## config.mk

```make
export PLATFORM = sky130hd
export DESIGN_NAME = debug_dump_tx
export DESIGN_NICKNAME = d
export VERILOG_FILES = /design/src/rtl/debug_dump_tx_pkg.sv /design/src/rtl/debug_dump_tx_serializer.sv /design/src/rtl/debug_dump_tx.sv
export SDC_FILE = /design/constraint.sdc
export NUM_CORES = 1
export LEC_CHECK = 0
export ABC_AREA = 1
export BUFFER_PORTS_ARGS = -buffer_cell sky130_fd_sc_hd__buf_2
export CORE_UTILIZATION = 50
export CTS_CLUSTER_DIAMETER = 80
export DETAILED_ROUTE_END_ITERATION = 12
export GPL_TIMING_DRIVEN = 0
export MAX_ROUTING_LAYER = met4
export PLACE_DENSITY_LB_ADDON = 0.2
export SETUP_SLACK_MARGIN = 0.05
export SLEW_MARGIN = 20
export SYNTH_ARGS = -nofsm -noshare
export SYNTH_HDL_FRONTEND = slang
export SYNTH_HIERARCHICAL = 1
export SYNTH_SLANG_ARGS = --single-unit
```

## constraint.sdc

```tcl
create_clock -name i_clock -period 2.06 [get_ports i_clock]
set_input_delay 0.103 -clock i_clock [delete_from_list [all_inputs] [get_ports i_clock]]
set_output_delay 0.103 -clock i_clock [all_outputs]
set_load 0.01 [all_outputs]
```

## src/rtl/debug_dump_tx_pkg.sv

```systemverilog
// Shared definitions for the debug dump transmitter: state encodings,
// frame header byte and frame-length helpers used by host tooling.
package debug_dump_tx_pkg;

    localparam int STATE_W = 4;

    typedef enum logic [STATE_W-1:0] {
        S_IDLE    = 4'd0,
        S_HDR     = 4'd1,
        S_PC      = 4'd2,
        S_CYC     = 4'd3,
        S_REG_REQ = 4'd4,
        S_REG_LD  = 4'd5,
        S_MEM_REQ = 4'd6,
        S_MEM_LD  = 4'd7,
        S_SEND    = 4'd8,
        S_WAIT    = 4'd9,
        S_DONE    = 4'd10
    } dump_state_e;

    localparam logic [7:0] DUMP_HEADER = 8'hD0;

    // Header byte, PC word, cycle word, register file, data memory.
    function automatic int frame_bytes(int bytes_per_word, int n_regs, int n_mem);
        return 1 + 2 * bytes_per_word + bytes_per_word * (n_regs + n_mem);
    endfunction

    localparam int FRAME_BYTES = frame_bytes(4, 32, 32);

endpackage

```

## src/rtl/debug_dump_tx_serializer.sv

```systemverilog
// Word-to-byte serializer: holds one word, presents its top byte and
// shifts left one byte per completed transfer, counting bytes left.
module word_byte_serializer #(
    parameter int NB_WORD = 32,
    parameter int NB_DATA = 8,
    parameter int CNT_W   = 3
) (
    input  logic               clk_i,
    input  logic               rst_ni,
    input  logic               load_i,
    input  logic [NB_WORD-1:0] word_i,
    input  logic [CNT_W-1:0]   nbytes_i,
    input  logic               shift_i,
    output logic [NB_DATA-1:0] byte_o,
    output logic               last_o
);

    logic [NB_WORD-1:0] shreg_q;
    logic [CNT_W-1:0]   cnt_q;

    // Load a fresh word or advance to the next byte (MSB-first).
    always_ff @(posedge clk_i) begin
        if (!rst_ni) begin
            shreg_q <= '0;
            cnt_q   <= '0;
        end else if (load_i) begin
            shreg_q <= word_i;
            cnt_q   <= nbytes_i;
        end else if (shift_i) begin
            shreg_q <= shreg_q << NB_DATA;
            cnt_q   <= cnt_q - 1'b1;
        end
    end

    assign byte_o = shreg_q[NB_WORD-1 -: NB_DATA];
    assign last_o = (cnt_q == CNT_W'(1));

endmodule

```

## src/rtl/debug_dump_tx.sv

```systemverilog
// Debug dump transmitter: streams header, PC, cycle count, register file
// and data memory to the UART TX, one byte per start/done handshake.
module debug_dump_tx
    import debug_dump_tx_pkg::*;
#(
    parameter int               NB_DATA     = 8,
    parameter int               NB_WORD     = 32,
    parameter int               N_REGS      = 32,
    parameter int               NB_REG_ADDR = 5,
    parameter int               N_MEM_WORDS = 32,
    parameter int               NB_MEM_ADDR = 5,
    parameter int               NB_STATE    = 4,
    parameter logic [NB_DATA-1:0] HEADER    = DUMP_HEADER
) (
    input  logic                   i_clock,
    input  logic                   i_reset,
    input  logic                   i_start,
    input  logic [NB_WORD-1:0]     i_pc,
    input  logic [NB_WORD-1:0]     i_cycle_count,
    output logic [NB_REG_ADDR-1:0] o_reg_addr,
    input  logic [NB_WORD-1:0]     i_reg_data,
    output logic [NB_MEM_ADDR-1:0] o_mem_addr,
    input  logic [NB_WORD-1:0]     i_mem_data,
    output logic [NB_DATA-1:0]     o_tx_data,
    output logic                   o_tx_start,
    input  logic                   i_tx_done,
    output logic                   o_busy,
    output logic                   o_done
);

    localparam int BPW   = NB_WORD / NB_DATA;
    localparam int CNT_W = $clog2(BPW + 1);
    localparam int IDX_W = (NB_REG_ADDR > NB_MEM_ADDR) ? NB_REG_ADDR : NB_MEM_ADDR;

    logic [NB_STATE-1:0] state_q, ret_q;
    logic [NB_WORD-1:0]  pc_q, cyc_q;
    logic [IDX_W-1:0]    idx_q;
    logic                ld_wait_q;

    logic                ser_load, ser_shift, ser_last;
    logic [NB_WORD-1:0]  ser_word;
    logic [CNT_W-1:0]    ser_nbytes;
    logic [NB_DATA-1:0]  ser_byte;

    // The first WAIT cycle coincides with o_tx_start; a done pulse there is not a completion.
    assign ser_shift = (state_q == S_WAIT) && i_tx_done && !o_tx_start;

    // Select which word the serializer loads in the current phase.
    always_comb begin
        ser_load   = 1'b0;
        ser_word   = '0;
        ser_nbytes = CNT_W'(BPW);
        case (state_q)
            S_HDR: begin
                ser_load   = 1'b1;
                ser_word   = {HEADER, {(NB_WORD-NB_DATA){1'b0}}};
                ser_nbytes = CNT_W'(1);
            end
            S_PC: begin
                ser_load = 1'b1;
                ser_word = pc_q;
            end
            S_CYC: begin
                ser_load = 1'b1;
                ser_word = cyc_q;
            end
            S_REG_LD: begin
                ser_load = ld_wait_q;
                ser_word = i_reg_data;
            end
            S_MEM_LD: begin
                ser_load = ld_wait_q;
                ser_word = i_mem_data;
            end
            default: ;
        endcase
    end

    word_byte_serializer #(
        .NB_WORD (NB_WORD),
        .NB_DATA (NB_DATA),
        .CNT_W   (CNT_W)
    ) u_ser (
        .clk_i    (i_clock),
        .rst_ni   (i_reset),
        .load_i   (ser_load),
        .word_i   (ser_word),
        .nbytes_i (ser_nbytes),
        .shift_i  (ser_shift),
        .byte_o   (ser_byte),
        .last_o   (ser_last)
    );

    // Dump sequencer: phases load words, SEND/WAIT drain them, ret_q picks the next phase.
    always_ff @(posedge i_clock) begin
        if (!i_reset) begin
            state_q    <= S_IDLE;
            ret_q      <= S_IDLE;
            pc_q       <= '0;
            cyc_q      <= '0;
            idx_q      <= '0;
            ld_wait_q  <= 1'b0;
            o_reg_addr <= '0;
            o_mem_addr <= '0;
            o_tx_data  <= '0;
            o_tx_start <= 1'b0;
            o_busy     <= 1'b0;
            o_done     <= 1'b0;
        end else begin
            o_tx_start <= 1'b0;
            o_done     <= 1'b0;
            case (state_q)
                S_IDLE: if (i_start) begin
                    pc_q    <= i_pc;
                    cyc_q   <= i_cycle_count;
                    o_busy  <= 1'b1;
                    state_q <= S_HDR;
                end
                S_HDR: begin
                    ret_q   <= S_PC;
                    state_q <= S_SEND;
                end
                S_PC: begin
                    ret_q   <= S_CYC;
                    state_q <= S_SEND;
                end
                S_CYC: begin
                    ret_q   <= S_REG_REQ;
                    state_q <= S_SEND;
                end
                S_REG_REQ: begin
                    o_reg_addr <= idx_q[NB_REG_ADDR-1:0];
                    state_q    <= S_REG_LD;
                end
                // Extra cycle lets a registered read port present its data.
                S_REG_LD: begin
                    ld_wait_q <= !ld_wait_q;
                    if (ld_wait_q) begin
                        state_q <= S_SEND;
                        if (idx_q == IDX_W'(N_REGS - 1)) begin
                            idx_q <= '0;
                            ret_q <= S_MEM_REQ;
                        end else begin
                            idx_q <= idx_q + 1'b1;
                            ret_q <= S_REG_REQ;
                        end
                    end
                end
                S_MEM_REQ: begin
                    o_mem_addr <= idx_q[NB_MEM_ADDR-1:0];
                    state_q    <= S_MEM_LD;
                end
                S_MEM_LD: begin
                    ld_wait_q <= !ld_wait_q;
                    if (ld_wait_q) begin
                        state_q <= S_SEND;
                        if (idx_q == IDX_W'(N_MEM_WORDS - 1)) begin
                            idx_q <= '0;
                            ret_q <= S_DONE;
                        end else begin
                            idx_q <= idx_q + 1'b1;
                            ret_q <= S_MEM_REQ;
                        end
                    end
                end
                S_SEND: begin
                    o_tx_start <= 1'b1;
                    o_tx_data  <= ser_byte;
                    state_q    <= S_WAIT;
                end
                S_WAIT: if (ser_shift) begin
                    if (!ser_last) begin
                        state_q <= S_SEND;
                    end else if (ret_q == S_DONE) begin
                        o_done  <= 1'b1;
                        o_busy  <= 1'b0;
                        state_q <= S_DONE;
                    end else begin
                        state_q <= ret_q;
                    end
                end
                S_DONE:  state_q <= S_IDLE;
                default: state_q <= S_IDLE;
            endcase
        end
    end

endmodule

```

Word-level counts from Yosys, hierarchy flattened
Index checks and enable logic that the tools add are counted.
{"block": "op_classes", "n_eq_ne": 19, "n_addsub": 2, "reduce_logical": 16, "muxes": 26}
{"op": "$pmux 32 s5", "n": 1}
{"op": "$mux 32", "n": 2}
{"op": "$mux 4", "n": 8}
{"op": "$pmux 4 s7", "n": 1}
{"op": "$pmux 4 s5", "n": 1}
{"op": "$eq 4x3->1 const B", "n": 4}
{"op": "$eq 4x4->1 const B", "n": 3}
{"op": "$ne 2x2->1 const B", "n": 5}
{"op": "$mux 3", "n": 3}
{"op": "$eq 4x2->1 const B", "n": 2}
{"op": "$mux 1", "n": 6}
{"op": "$reduce_and 3->1", "n": 2}
{"op": "$add 5x1->5 const B", "n": 1}
{"op": "$eq 5x5->1 const B", "n": 1}
{"op": "$mux 5", "n": 1}
{"op": "$reduce_and 5->1", "n": 1}
{"op": "$reduce_bool 5->1", "n": 1}
{"op": "$eq 4x1->1 const B", "n": 1}
{"op": "$logic_not 4->1", "n": 1}
{"op": "$ne 2x1->1 const B", "n": 2}
{"op": "$pmux 1 s2", "n": 2}
{"op": "$reduce_and 2->1", "n": 2}
{"op": "$reduce_and 4->1", "n": 1}
{"op": "$reduce_bool 2->1", "n": 2}
{"op": "7 further kinds", "n": 9}
{"block": "totals", "input_bits": 132, "ff_bits": 134, "output_inout_bits": 21}

Depth between registers and ports, before layout
{"block": "depth", "ltp_word": 5, "ltp_mapped": 12, "mapped_depth_nobuf": 11}

Cells and area by module
Netlist, hierarchy kept.
{"mod": "debug_dump_tx", "instances": 1, "seq_area_each_um2": 1981.9, "area_each_um2": 4595.7, "cells_each": 643}
{"mod": "word_byte_serializer", "instances": 1, "seq_area_each_um2": 700.7, "area_each_um2": 1750.4, "cells_each": 250}

Least setup slack after synthesis
OpenSTA, ideal clock, no wires.
{"block": "synth_timing", "path_type": "reg2reg", "from": "register state_q[0]", "to": "register u_ser.shreg_q[24]", "slack_ns": 0.440, "required_ns": 2.004, "arrival_time_ns": 1.564, "path_stages_with_launch": 11, "cell_sequence": "dfxtp_1 inv_2 nor2_1 nand2_2 nor2_1 buf_4 buf_2 nand3_2 nand3_1 nand2_1 inv_1"}
{"block": "synth_between", "elab_chain_cells": 4}
{"item": "start, declared", "line": "debug_dump_tx.sv:35", "text": "logic [NB_STATE-1:0] state_q, ret_q;"}
{"item": "start signal, assigned", "line": "debug_dump_tx.sv:179", "text": "state_q <= ret_q;"}
{"item": "$eq 4x4->1", "line": "debug_dump_tx.sv:46", "text": "assign ser_shift = (state_q == S_WAIT) && i_tx_done && !o_tx_start;"}
{"item": "$logic_and 1x1->1 (2 in a row)", "line": "debug_dump_tx.sv:46"}
{"item": "named net ser_shift", "line": "debug_dump_tx.sv:40", "text": "logic ser_load, ser_shift, ser_last;"}
{"item": "$reduce_bool 2->1 (no source line)"}
{"item": "end signal, assigned", "line": "debug_dump_tx_serializer.sv:27", "text": "shreg_q <= word_i;"}
{"item": "end signal, assigned", "line": "debug_dump_tx_serializer.sv:30", "text": "shreg_q <= shreg_q << NB_DATA;"}
{"item": "end, declared", "line": "debug_dump_tx_serializer.sv:18", "text": "logic [NB_WORD-1:0] shreg_q;"}
The timed path passes the listed nets, and every way through them passes these cells.
A chain may end at the register's enable or synchronous reset.

Worst setup path in the final report
{"block": "layout_timing", "from": "register state_q[3]", "to": "register u_ser.shreg_q[17]"}
{"item": "$eq 4x3->1, or another cell as far along", "line": "debug_dump_tx.sv:53", "text": "case (state_q)"}
{"item": "$pmux 32 s5 (*)", "line": "debug_dump_tx.sv:53"}
{"item": "named net ser_word[17]", "line": "debug_dump_tx.sv:41", "text": "logic [NB_WORD-1:0] ser_word;"}
{"item": "$mux 32 (*)", "line": "debug_dump_tx_serializer.sv:26", "text": "end else if (load_i) begin"}
Mark *: on every way through the listed nets, which the timed path passes. The rest lies on a longest branch.

==> impl_metrics.json <==
{
  "die_x_microns": 115,
  "fmax_ghz": 0.535,
  "cts.htree.levels": 4,
  "crit_chain": "inv_2 > nand3_4 > nor2_4 > buf_2 > nand2_1 > o2111ai_1 > nand2_1 > inv_2 > a21oi_1 > a21oi_1",
  "grt_pass1_vias": 6246,
  "dieArea_sq_mm": 0.0131,
  "synth_edf_count": 0,
  "die_y_microns": 115,
  "vias_per_cell": 5.12,
  "synth.avg_cell_area_sq_um": 7.11,
  "setup_viol": 0,
  "use_met1_pct": 40.7,
  "first_pass_iters": 7,
  "use_met2_pct": 53.1,
  "critPathArrivalTime_ns": 2.23,
  "startpoint": "state_q[3]$_SDFFE_PN0P_",
  "insertion_delay_ns": 0.42,
  "synth_top_area_share_pct": 42.3,
  "slew_headroom_pct": 65.1,
  "cts_tree": "built",
  "routed_wl_microns": 19600,
  "ys_seq_area_share_pct": 42.3,
  "min_period_over_period_pct": 90.7,
  "clk_pin_slew_ns": 0.06,
  "finalCriticalPeriod_ns": 1.87,
  "num-fill-cells": 1096,
  "antenna_found_initial": 0,
  "setup_slack_ns": 0.191,
  "cp_slowest_cell": "dfxtp_1",
  "track_usage_pct": 32.3,
  "power_density_mw_per_mm2": 832,
  "n_antenna_cell": 0,
  "critical_path_class": "reg2reg",
  "grt_max_degree": 17,
  "final_cells": 1299,
  "synthArstFlopShare_pct": 0,
  "grt_pass1_wl_microns": 31200,
  "via_count": 6649,
  "synthesis.area_sq_mm": 0.00635,
  "slew_violations": 0,
  "clockBufferDepth": 2,
  "portBuffers": 151,
  "drive_above_1_share_pct": 24.0,
  "worst_slew_pin_slew_ns": 0.523,
  "critical_path.max_stage_delay_ns": 0.36,
  "cts_made_buffers": 17,
  "num_rows": 40,
  "initial_core_util_pct": 52.0,
  "critPathCaptureType": "flop",
  "netlist_top_cells_count": "218 x nand2_1, 134 x dfxtp_1, 109 x inv_1",
  "fin_area_sq_mm": 0.00853,
  "r2r-start": "state_q[3]$_SDFFE_PN0P_",
  "area_growth_pct": 34.3,
  "io_pins": 153,
  "yosysUniqueCellTypes": 27,
  "synth_seq_cells": 134,
  "yosysWarnings": 6,
  "grt-busiest-layer": "met2",
  "path_max_fanout": 10,
  "clockRootBuffer": "clkbuf_16",
  "nets": 1255,
  "synth_area_leader_cell": "dfxtp_1",
  "drtAntennaViolNets": 0,
  "ys.flop_type": "dfxtp_1",
  "skew_ns": 0.00531,
  "clock_sinks": 134,
  "grt-ovfl-total": 0,
  "synthTopCellsByArea": "dfxtp_1 42%, nand2_1 13%, a21oi_1 8.4%",
  "drc": 0,
  "fp.coreArea_sq_mm": 0.0122,
  "crit_required_ns": 2.42,
  "maxCapViolations": 0,
  "place_ws_ns": 0.131,
  "synth_nets": 1029,
  "hold_viol_final": 0,
  "yosysMostFrequentCell": "nand2_1",
  "status": "finished, final reports clean",
  "synthCells": 893,
  "start_kind": "flop",
  "gp_congestion": 0.919,
  "met3_usage_pct": 5.24,
  "place_area_sq_mm": 0.00731,
  "leakage_nw": 3.85,
  "dp_cells": 1212,
  "fin_setup_tns_ns": 0,
  "hold_path_class": "in2reg",
  "rsz0062_at_grt": "no",
  "drt_iter0_drc": 435,
  "hold_path.startpoint": "i_pc[30]",
  "wl_per_cell_microns": 15.1,
  "dp_hpwl_microns": 14300,
  "utilization_pct": 69.8,
  "vdd_drop_max_v": 0.000598
}
## worst max-delay path: cells and delay by family, from the launching register on
family	cells	cell delay, ns
buffers and inverters	3	0.51
DFF	1	0.36
and+or+nand+nor	4	0.62
AOI/OAI and AO/OA	3	0.31
## report_power, final
group          internal (mW)  switching (mW)
combinational          0.419           0.584
clock                   2.12            1.10
sequential              2.78          0.0907
total                   5.32            1.78
## area by class of cell
class	count	area [sq um]	area share, %
plain buffers	58	393	4.61
clock buffers	24	522	6.12
repair buffers	207	1320	15.4
well taps	168	210	2.47
multi-input cells	579	2820	33.1
clock inverters	7	115	1.35
inverters	122	460	5.40
flip-flops and latches	134	2690	31.5
## layout by cell type, fill, tap and decap left out
master,synthesis,routed
nand2_4,1,1
clkbuf_4,0,2
dfxtp_2,0,3
dfxtp_1,134,131
nand2_2,3,3
nand3_4,1,1
nor3_1,1,1
nand2_1,218,218
ha_1,4,4
clkinv_1,1,1
conb_1,1,1
a21oi_1,106,106
nor4_1,1,1
nand3_2,12,12
dlygate4sd3_1,0,56
o21ai_1,5,5
buf_6,12,12
nor2_1,64,63
nand3_1,34,34
nor2_2,2,2
clkbuf_8,0,7
inv_1,109,109
clkbuf_16,0,17
nor2_4,6,7
clkinvlp_4,0,2
inv_2,11,11
clkbuf_1,10,10
inv_4,1,1
o21ai_0,88,88
buf_4,14,14
buf_2,22,171
nand4_1,1,1
o2111ai_1,31,31
bufinv_16,0,3
clkinv_2,0,2
## metal layers
layer	vias up	share of wire, %
met5	-	0
met4	0	1.7
met3	31	6.8
met2	269	48
met1	3013	44
li1	3336	-
## worst paths after layout
kind | endpoint | slack (ns) | cells after the start
hold / removal | pc_q[30]$_SDFFE_PN0P_ | 0.007 | 3
setup / recovery | u_ser/shreg_q[17]$_SDFFE_PN0P_ | 0.19 | 10
hold reg to reg | cyc_q[18]$_SDFFE_PN0P_ | 0.44 | 2
setup reg to reg | u_ser/shreg_q[17]$_SDFFE_PN0P_ | 0.19 | 10
## metrics by stage
stage | hold WS (ns) | total power, mW
2_1_floorplan | 0.276 | 3.48
3_3_place_gp | 0.371 | 3.81
3_5_place_dp | 0.377 | 3.83
4_1_cts | 0.000728 | 7.11
5_1_grt | 0.0175 | 7.38
6_report | 0.00665 | 7.10
## timing repair
| action | CTS | global route |
|---|---|---|
| setup endpoints to repair | 0 | 24 |
| setup buffers | 0 | 0 |
| endpoints found under the hold margin | 63 | 0 |
| gates resized for setup | 0 | 7 |
| hold buffers | 56 | 0 |
## kinds of logic after synthesis
logic type / count (synthesis) / synth area share, %
buffers and inverters: 180 / 13.4
adder cells (fa/ha/maj): 4 / 0.789
AND/OR/NAND/NOR: 344 / 23.5
other: 1 / 0.0591
flip-flops: 134 / 42.3
AO/OA/AOI/OAI: 230 / 20.0
## flip-flops by register name, indices dropped and copies added, names as in the netlist, 3 cells and up
signal	count
cyc_q	32
idx_q	5
o_mem_addr	5
o_reg_addr	5
o_tx_data	8
pc_q	32
ret_q	4
state_q	4
u_ser/cnt_q	3
u_ser/shreg_q	32
Note: power is estimated with default switching activity, not from simulation.
